`src/rtl/alu_pkg.sv`:
```
// Shared ALU definitions: default widths, FSM states, op encoding.
// Imported by the iterative adder, the ALU top and related benches.
package alu_pkg;

    localparam int DEF_WIDTH = 32;
    localparam int DEF_CHUNK = 8;

    localparam logic OP_ADD = 1'b0;
    localparam logic OP_SUB = 1'b1;

    typedef enum logic [1:0] {
        IDLE = 2'd0,
        RUN  = 2'd1,
        FIN  = 2'd2
    } state_t;

endpackage

```
`src/rtl/alu_addsub_iter_if.sv`:
```
// Handshake and result bundle for the iterative adder/subtractor.
// master drives operands and start; slave returns status and flags.
interface alu_addsub_iter_if #(
    parameter int WIDTH = 32
);
    logic             start;
    logic             sub;
    logic [WIDTH-1:0] a;
    logic [WIDTH-1:0] b;
    logic             ready;
    logic             done;
    logic [WIDTH-1:0] s;
    logic             z;
    logic             v;
    logic             n;

    modport master (
        output start, sub, a, b,
        input  ready, done, s, z, v, n
    );

    modport slave (
        input  start, sub, a, b,
        output ready, done, s, z, v, n
    );
endinterface

```
`src/rtl/alu_chunk_add.sv`:
```
// One CHUNK-bit slice adder with carry in and carry out.
// Purely combinational; the parent selects which slice feeds it.
module alu_chunk_add #(
    parameter int CHUNK = 8
) (
    input  logic             cin,
    input  logic [CHUNK-1:0] x,
    input  logic [CHUNK-1:0] y,
    output logic [CHUNK-1:0] sum,
    output logic             cout
);

    assign {cout, sum} = {1'b0, x} + {1'b0, y} + (CHUNK+1)'(cin);

endmodule

```
`src/rtl/alu_addsub_iter.sv`:
```
// Iterative add/sub: one CHUNK slice per clock, Z/V/N flags at the end.
// Results and flags stay registered until the next operation finishes.
module alu_addsub_iter
    import alu_pkg::*;
#(
    parameter int WIDTH = DEF_WIDTH,
    parameter int CHUNK = DEF_CHUNK
) (
    input  logic             clk,
    input  logic             reset,
    alu_addsub_iter_if.slave bus
);

    localparam int NCHUNK = WIDTH / CHUNK;
    localparam int IW     = (NCHUNK > 1) ? $clog2(NCHUNK) : 1;

    state_t state;
    state_t state_nx;

    logic [WIDTH-1:0] opa;
    logic [WIDTH-1:0] opb;
    logic [WIDTH-1:0] shadow;
    logic [WIDTH-1:0] shadow_nx;
    logic             carry;
    logic             zacc;
    logic [IW-1:0]    idx;

    logic [CHUNK-1:0] x;
    logic [CHUNK-1:0] y;
    logic [CHUNK-1:0] r;
    logic             cout;
    logic             last;
    logic             accept;

    logic [WIDTH-1:0] s_q;
    logic             z_q;
    logic             v_q;
    logic             n_q;

    assign x      = opa[idx*CHUNK +: CHUNK];
    assign y      = opb[idx*CHUNK +: CHUNK];
    assign last   = (idx == IW'(NCHUNK - 1));
    assign accept = bus.start && bus.ready;

    alu_chunk_add #(
        .CHUNK (CHUNK)
    ) u_add (
        .cin  (carry),
        .x    (x),
        .y    (y),
        .sum  (r),
        .cout (cout)
    );

    // Shadow sum with the current slice merged in
    always_comb begin
        shadow_nx = shadow;
        shadow_nx[idx*CHUNK +: CHUNK] = r;
    end

    // State register
    always_ff @(posedge clk) begin
        if (reset) state <= IDLE;
        else       state <= state_nx;
    end

    // Next-state: FIN accepts a new start for back-to-back ops
    always_comb begin
        state_nx = state;
        unique case (state)
            IDLE:    if (bus.start) state_nx = RUN;
            RUN:     if (last)      state_nx = FIN;
            FIN:     state_nx = bus.start ? RUN : IDLE;
            default: state_nx = IDLE;
        endcase
    end

    // Handshake outputs decoded from the state
    always_comb begin
        bus.ready = (state != RUN);
        bus.done  = (state == FIN);
    end

    // Operand latch, slice iteration and result/flag registers
    always_ff @(posedge clk) begin
        if (reset) begin
            opa    <= '0;
            opb    <= '0;
            shadow <= '0;
            carry  <= 1'b0;
            zacc   <= 1'b1;
            idx    <= '0;
            s_q    <= '0;
            z_q    <= 1'b0;
            v_q    <= 1'b0;
            n_q    <= 1'b0;
        end else if (accept) begin
            opa   <= bus.a;
            opb   <= bus.b ^ {WIDTH{bus.sub == OP_SUB}};
            carry <= bus.sub;
            idx   <= '0;
            zacc  <= 1'b1;
        end else if (state == RUN) begin
            shadow <= shadow_nx;
            zacc   <= zacc & (r == '0);
            carry  <= cout;
            idx    <= idx + 1'b1;
            if (last) begin
                s_q <= shadow_nx;
                z_q <= zacc & (r == '0);
                n_q <= r[CHUNK-1];
                v_q <= (x[CHUNK-1] == y[CHUNK-1]) &&
                       (r[CHUNK-1] != x[CHUNK-1]);
            end
        end
    end

    assign bus.s = s_q;
    assign bus.z = z_q;
    assign bus.v = v_q;
    assign bus.n = n_q;

endmodule

```
`src/flat_wrapper.sv`:
```
// flat-port wrapper written by rule: the top's interface ports become plain ports
module alu_addsub_iter_flat import alu_pkg::*;
#(
    parameter int WIDTH = DEF_WIDTH,
    parameter int CHUNK = DEF_CHUNK
)
  (clk, reset, bus_start, bus_sub, bus_a, bus_b, bus_ready, bus_done, bus_s, bus_z, bus_v, bus_n);
  alu_addsub_iter_if #(.WIDTH(WIDTH)) bus_i ();
  input  logic clk;
  input  logic reset;
  input wire logic [$bits(bus_i.start)-1:0] bus_start;
  input wire logic [$bits(bus_i.sub)-1:0] bus_sub;
  input wire logic [$bits(bus_i.a)-1:0] bus_a;
  input wire logic [$bits(bus_i.b)-1:0] bus_b;
  output wire logic [$bits(bus_i.ready)-1:0] bus_ready;
  output wire logic [$bits(bus_i.done)-1:0] bus_done;
  output wire logic [$bits(bus_i.s)-1:0] bus_s;
  output wire logic [$bits(bus_i.z)-1:0] bus_z;
  output wire logic [$bits(bus_i.v)-1:0] bus_v;
  output wire logic [$bits(bus_i.n)-1:0] bus_n;
  assign bus_i.start = bus_start;
  assign bus_i.sub = bus_sub;
  assign bus_i.a = bus_a;
  assign bus_i.b = bus_b;
  assign bus_ready = bus_i.ready;
  assign bus_done = bus_i.done;
  assign bus_s = bus_i.s;
  assign bus_z = bus_i.z;
  assign bus_v = bus_i.v;
  assign bus_n = bus_i.n;
  alu_addsub_iter #(.WIDTH(WIDTH), .CHUNK(CHUNK)) u_core (.clk(clk), .reset(reset), .bus(bus_i));
endmodule
```
`config.mk`:
```
export PLATFORM = sky130hd
export DESIGN_NAME = alu_addsub_iter_flat
export DESIGN_NICKNAME = d
export VERILOG_FILES = /design/src/rtl/alu_pkg.sv /design/src/rtl/alu_addsub_iter_if.sv /design/src/rtl/alu_chunk_add.sv /design/src/rtl/alu_addsub_iter.sv /design/src/flat_wrapper.sv
export SDC_FILE = /design/constraint.sdc
export NUM_CORES = 1
export LEC_CHECK = 0
export CORE_ASPECT_RATIO = 1.75
export CORE_MARGIN = 10
export CORE_UTILIZATION = 53
export DETAILED_ROUTE_END_ITERATION = 12
export PLACE_DENSITY = 0.8
export SLEW_MARGIN = 10
export SYNTH_ARGS = -nofsm -noshare
export SYNTH_HDL_FRONTEND = slang
export SYNTH_SLANG_ARGS = --single-unit
```
`constraint.sdc`:
```
create_clock -name clk -period 4.7 [get_ports clk]
set_input_delay 0.94 -clock clk [delete_from_list [all_inputs] [get_ports clk]]
set_output_delay 0.94 -clock clk [all_outputs]
set_load 0.01 [all_outputs]
```
Word-level counts from Yosys, hierarchy flattened
Cells that the tools add are included.
{ "totals": {"register_bits": 137, "input_bits": 68, "out_inout_bits": 37} }
{ "classes": {"add_sub_neg": 4, "eq_ne": 8, "shifts": 4, "n_mux": 7, "n_bitwise": 3, "reduce_logical": 9} }
{ "op_table": {"columns": ["op", "n"], "rows": [
  ["$shiftx A32 B6 Y8", 2],
  ["$neg A5 Y34", 1],
  ["$shift A8 B34 Y32 const A", 1],
  ["$shiftx A8 B34 Y32", 1],
  ["$bwmux W32", 1],
  ["$xor A32 B32 Y32", 1],
  ["$add A8 B8 Y9", 1],
  ["$add A9 B1 Y9", 1],
  ["$logic_not A8 Y1", 1],
  ["$pmux W2 S3", 1],
  ["$eq A2 B2 Y1 const B", 2],
  ["$mux W2", 2],
  ["$ne A2 B1 Y1 const B", 2],
  ["$reduce_and A2 Y1", 2],
  ["$mux W1", 3],
  ["$reduce_and A3 Y1", 1],
  ["$add A2 B1 Y2 const B", 1],
  ["$eq A2 B1 Y1 const B", 1],
  ["$logic_and A1 B1 Y1", 2],
  ["$logic_not A2 Y1", 1],
  ["$ne A2 B2 Y1 const B", 1],
  ["$reduce_bool A2 Y1", 1],
  ["$reduce_or A2 Y1", 1],
  ["$and A1 B1 Y1", 1],
  ["other kinds (3)", 3]
]} }

Depth between registers and ports, before layout
{ "depth": {"ltp_word": 5, "depth_mapped": 11, "mapped_depth_nobuf": 10} }

By module
A second synthesis with hierarchy kept.
{ "hier_totals": {"cells_unflattened": 667, "area_unflattened_um2": 6064.6} }
{ "modules_own_cells": {"columns": ["mod", "n_inst", "cells_per_inst", "area_per_inst_um2", "seq_area_each_um2"], "rows": [
  ["alu_addsub_iter", 1, 625, 5733.0, 2582.5],
  ["alu_chunk_add", 1, 42, 331.6, 0.0]
]} }

Worst setup path after synthesis
Ideal clock, no wire load.
{ "synth_path": {"path_type": "register -> register", "startpoint": "register u_core.idx[0]", "endpoint": "register u_core.zacc", "setup_time_ns": 0.066, "t_arrival_ns": 3.527, "required_ns": 4.634, "setup_slack_ns": 1.107, "path_stages_with_launch": 11, "period_less_slack_ns": 3.593, "cell_sequence": "dfxtp_1 clkbuf_1 buf_2 mux4_2 ha_1 a211oi_2 nor2_2 xor2_2 or4_1 or4_4 a21oi_2"} }
{ "synth_via": {"elab_chain_cells": 5, "elab_cells_between_ends": 6} }
{ "synth_rtl": {"columns": ["item", "line_no", "source"], "rows": [
  ["from (decl)", "alu_addsub_iter.sv:26", "logic [IW-1:0] idx;"],
  ["from (signal assigned)", "alu_addsub_iter.sv:107", "idx <= idx + 1'b1;"],
  ["$shiftx A32 B6 Y8, on equally long branches", "alu_addsub_iter.sv:40, alu_addsub_iter.sv:41", null],
  ["$add A8 B8 Y9 *", "alu_chunk_add.sv:13", "assign {cout, sum} = {1'b0, x} + {1'b0, y} + (CHUNK+1)'(cin);"],
  ["$add A9 B1 Y9 *", "alu_chunk_add.sv:13", null],
  ["$logic_not A8 Y1 *", "alu_addsub_iter.sv:105", "zacc <= zacc & (r == '0);"],
  ["$and A1 B1 Y1 *", "alu_addsub_iter.sv:105", null],
  ["to (signal assigned)", "alu_addsub_iter.sv:105", null],
  ["to (decl)", "alu_addsub_iter.sv:25", "logic zacc;"]
]} }
Every way passes the cells marked *; elsewhere a longest branch is shown, timed or not.
A chain may end at the register's enable or synchronous reset.

Final worst setup path
{ "layout_path": {"startpoint": "register u_core.idx[0]", "endpoint": "register u_core.z_q (netlist: u_core.bus.z)"} }
{ "layout_via": {"elab_chain_cells": 5, "elab_cells_between_ends": 8} }
{ "layout_rtl": {"columns": ["item", "line_no", "source"], "rows": [
  ["$shiftx A32 B6 Y8, on equally long branches", "alu_addsub_iter.sv:40, alu_addsub_iter.sv:41", null],
  ["$add A8 B8 Y9", "alu_chunk_add.sv:13", null],
  ["$add A9 B1 Y9", "alu_chunk_add.sv:13", null],
  ["$logic_not A8 Y1", "alu_addsub_iter.sv:110", "z_q <= zacc & (r == '0);"],
  ["$and A1 B1 Y1", "alu_addsub_iter.sv:110", null],
  ["to (signal assigned)", "alu_addsub_iter.sv:110", null],
  ["to (decl)", "alu_addsub_iter.sv:36", "logic z_q;"]
]} }
Several ways; a longest one is shown, not always the timed one.

==> results.sh <==
export IMPL_worstHoldPathCells=2
export IMPL_antenna_found_initial=0
export IMPL_min_from="u_core.opa[29]"
export IMPL_synth_cell_type_count=41
export IMPL_die_w_um=100
export IMPL_antennaDiodeCount=0
export IMPL_place_inst=851
export IMPL_start_util_pct=54.0
export IMPL_cap_viol_max_count=0
export IMPL_drtIter0Drc=278
export IMPL_final_setup_tns_ns=0
export IMPL_drc=0
export IMPL_reg2reg_setup_slack_ns=0.94
export IMPL_yosys_warnings=0
export IMPL_drive_gt1_share_pct=8.79
export IMPL_yosysTopAreaCell="dfxtp_1"
export IMPL_placed_area_mm2=0.00705
export IMPL_grt_max_degree=89
export IMPL_cts_root_buffer="clkbuf_16"
export IMPL_dieArea_mm2=0.0161
export IMPL_clock_sinks=137
export IMPL_ctsHoldBuffers=0
export IMPL_fmax_mhz=266
export IMPL_async_flop_share_pct=0
export IMPL_status="complete, no violations"
export IMPL_min_to="u_core.opa[29]"
export IMPL_routedWlPerCell_um=18.5
export IMPL_postSynthAreaPerCell_um2=9.09
export IMPL_synth_nets=743
export IMPL_ant_nets=0
export IMPL_drtPass1Iterations=8
export IMPL_seq_area_frac_synth_pct=45.7
export IMPL_die_y_um=161
export IMPL_core_area_mm2=0.0111
export IMPL_numCtsBuffers=17
export IMPL_synth_common_cells="dfxtp_1, nor2_1, nand2_1"
export IMPL_crit_type="register to register"
export IMPL_synth_top_cell_area_share_pct=45.7
export IMPL_tritoncts="built"
export IMPL_ios=105
export IMPL_regToRegEndpoint="u_core.bus.z"
export IMPL_clock_skew_ns=0.00745
export IMPL_cp_start_kind="register"
export IMPL_synth_seq_cells=137
export IMPL_cts_resized=0
export IMPL_reg2reg_from="u_core.idx[0]"
export IMPL_syn2layout_area_growth_pct=28.0
export IMPL_power_density_mw_per_mm2=399
export IMPL_instances_no_fill=883
export IMPL_min_path_type="register to register"
export IMPL_power_leakage_nw=2.75
export IMPL_grt_usage_pct=20.1
export IMPL_tightestPinTransition_ns=1.10
export IMPL_hold_viol=0
export IMPL_h_tree_depth=4
export IMPL_vias=5227
export IMPL_fin_area_mm2=0.00767
export IMPL_drt_total_wl_um=16300
export IMPL_worstPathArrival_ns=4.11
export IMPL_yosysMostFrequentCell="dfxtp_1"
export IMPL_cts_setup_buffers=0
export IMPL_port_buffers=104
export IMPL_ys_flop_type="dfxtp_1"
export IMPL_slew_violations=0
export IMPL_nets=821
export IMPL_overflow=0
export IMPL_endpoint_kind="register"
export IMPL_fin_crit_sh_pct=79.9
export IMPL_clock_latency_ns=0.42
export IMPL_rsz0062_at_grt="false"
export IMPL_hpwl_um=11600
export IMPL_slew_headroom_pct=26.5
export IMPL_synthTopCellsByArea="dfxtp_1, nor2_1, mux4_2"
export IMPL_cts_path_max_buffers=2
export IMPL_syn_inst=660
export IMPL_worstRegToRegCells=10
export IMPL_num_rows=51
export IMPL_grt_pass1_wl_um=26500
export IMPL_finalCriticalPeriod_ns=3.76
export IMPL_synth_area_mm2=0.00600
export IMPL_viasPerCell=5.92
export IMPL_finalSetupViolCount=0
export IMPL_cp_max_fo=12
export IMPL_cp_required_ns=5.05
export IMPL_place_congestion=0.861
export IMPL_clk_pin_slew_ns=0.06
export IMPL_ir_drop_mv=0.340
export IMPL_grt_pass1_vias=5448
export IMPL_synth_edf_count=0
==> critical path: stages (launching register included) <==
cell and delay (ns):
dfxtp_1 0.66, mux4_2 0.60, fa_1 0.46, inv_1 0.09, fa_1 0.21, nand2b_1 0.16, a21oi_1 0.09, xor2_1 0.26
or4_1 0.60, or4_4 0.45, o21ai_2 0.13
==> registers in the layout, summed over array words and instances, names as in the netlist <==
name           cells
u_core.opa        32
u_core.carry       1
u_core.bus.v       1
u_core.state       2
u_core.shadow     32
u_core.bus.s      32
u_core.bus.n       1
u_core.opb        32
u_core.bus.z       1
u_core.zacc        1
u_core.idx         2
==> per-layer routing <==
metal | GRT usage [%] | vias up | share of wire [%] | wire length (um)
met4 | 11.5 | 0 | 4.9 | 805
met1 | 19.7 | 2454 | 34 | 5600
met3 | 6.01 | 49 | 6.8 | 1110
met5 | 0 | - | 0 | 0
met2 | 35.9 | 221 | 54 | 8780
li1 | - | 2503 | - | -
==> cell usage in the layout (no fill, tap or decap), types with 2 or more instances in the layout <==
master | netlist | routed
dfxtp_1 | 137 | 137
nor2_1 | 109 | 109
clkdlybuf4s50_1 | 0 | 102
nand2_1 | 75 | 75
a211oi_1 | 42 | 42
a21oi_1 | 40 | 40
xnor2_1 | 36 | 36
a22oi_1 | 33 | 33
nor3_1 | 31 | 31
a221oi_1 | 27 | 27
clkbuf_16 | 0 | 17
mux4_2 | 16 | 16
ha_1 | 13 | 13
inv_1 | 10 | 10
buf_4 | 0 | 7
o21ai_0 | 5 | 5
and2_1 | 5 | 4
bufinv_16 | 0 | 4
inv_6 | 0 | 3
clkinvlp_4 | 0 | 3
nor2b_1 | 2 | 2
clkinv_1 | 2 | 2
and3_1 | 2 | 2
nor4_1 | 2 | 2
nand2b_1 | 2 | 2
fa_1 | 2 | 2
clkinv_2 | 0 | 2
clkinv_4 | 0 | 2
==> how the worst max path moves through the flow <==
stage                     depth (start not counted)  slack [ns]          endpoint          start
final                                            10        0.94      u_core.bus.z  u_core.idx[0]
after global routing                              9        0.68  u_core.bus.s[21]  u_core.idx[0]
after CTS                                        10        0.94      u_core.bus.z  u_core.idx[0]
after detailed placement                          9        0.98      u_core.bus.z  u_core.idx[0]
after global placement                            9        1.12       u_core.zacc  u_core.idx[0]
after floorplan                                  10        1.11       u_core.zacc  u_core.idx[0]
==> where the power goes <==
group / internal [mW] / leakage [nW] / switching, mW
logic: 0.171 / 1.34 / 0.235
clock network: 0.891 / 0.297 / 0.516
registers: 1.21 / 1.12 / 0.0368
total: 2.28 / 2.75 / 0.788
==> kinds of logic (layout without fill, tap and decap cells) <==
family | count (synthesis) | after routing | synth area share [%]
compound gates | 155 | 155 | 18.4
fa+ha+maj | 15 | 15 | 3.38
flops | 137 | 137 | 45.7
simple gates | 234 | 234 | 16.4
mux | 17 | 17 | 6.18
xor+xnor | 39 | 39 | 5.95
buf+inv | 63 | 154 | 3.96
==> through the flow <==
step	setup slack (ns)	power [mW]	hold WS (ns)	utilization, %
finish	0.945	3.06	0.460	69.1
global route	0.684	3.16	0.489	69.1
CTS	0.940	3.06	0.462	69.1
detailed placement	0.985	1.67	0.449	63.5
global placement	1.12	1.65	0.443	63.5
floorplan	1.11	1.52	0.433	-
==> cell type report <==
class / instances / area, um2
Timing Repair Buffer: 110 / 1080
Inverter: 12 / 45.0
Clock buffer: 18 / 429
Clock inverter: 14 / 196
Fill cell: 878 / 3430
Tap cell: 132 / 165
Multi-Input combinational cell: 460 / 3020
Sequential cell: 137 / 2740
Power figures use the tool's default switching activity.
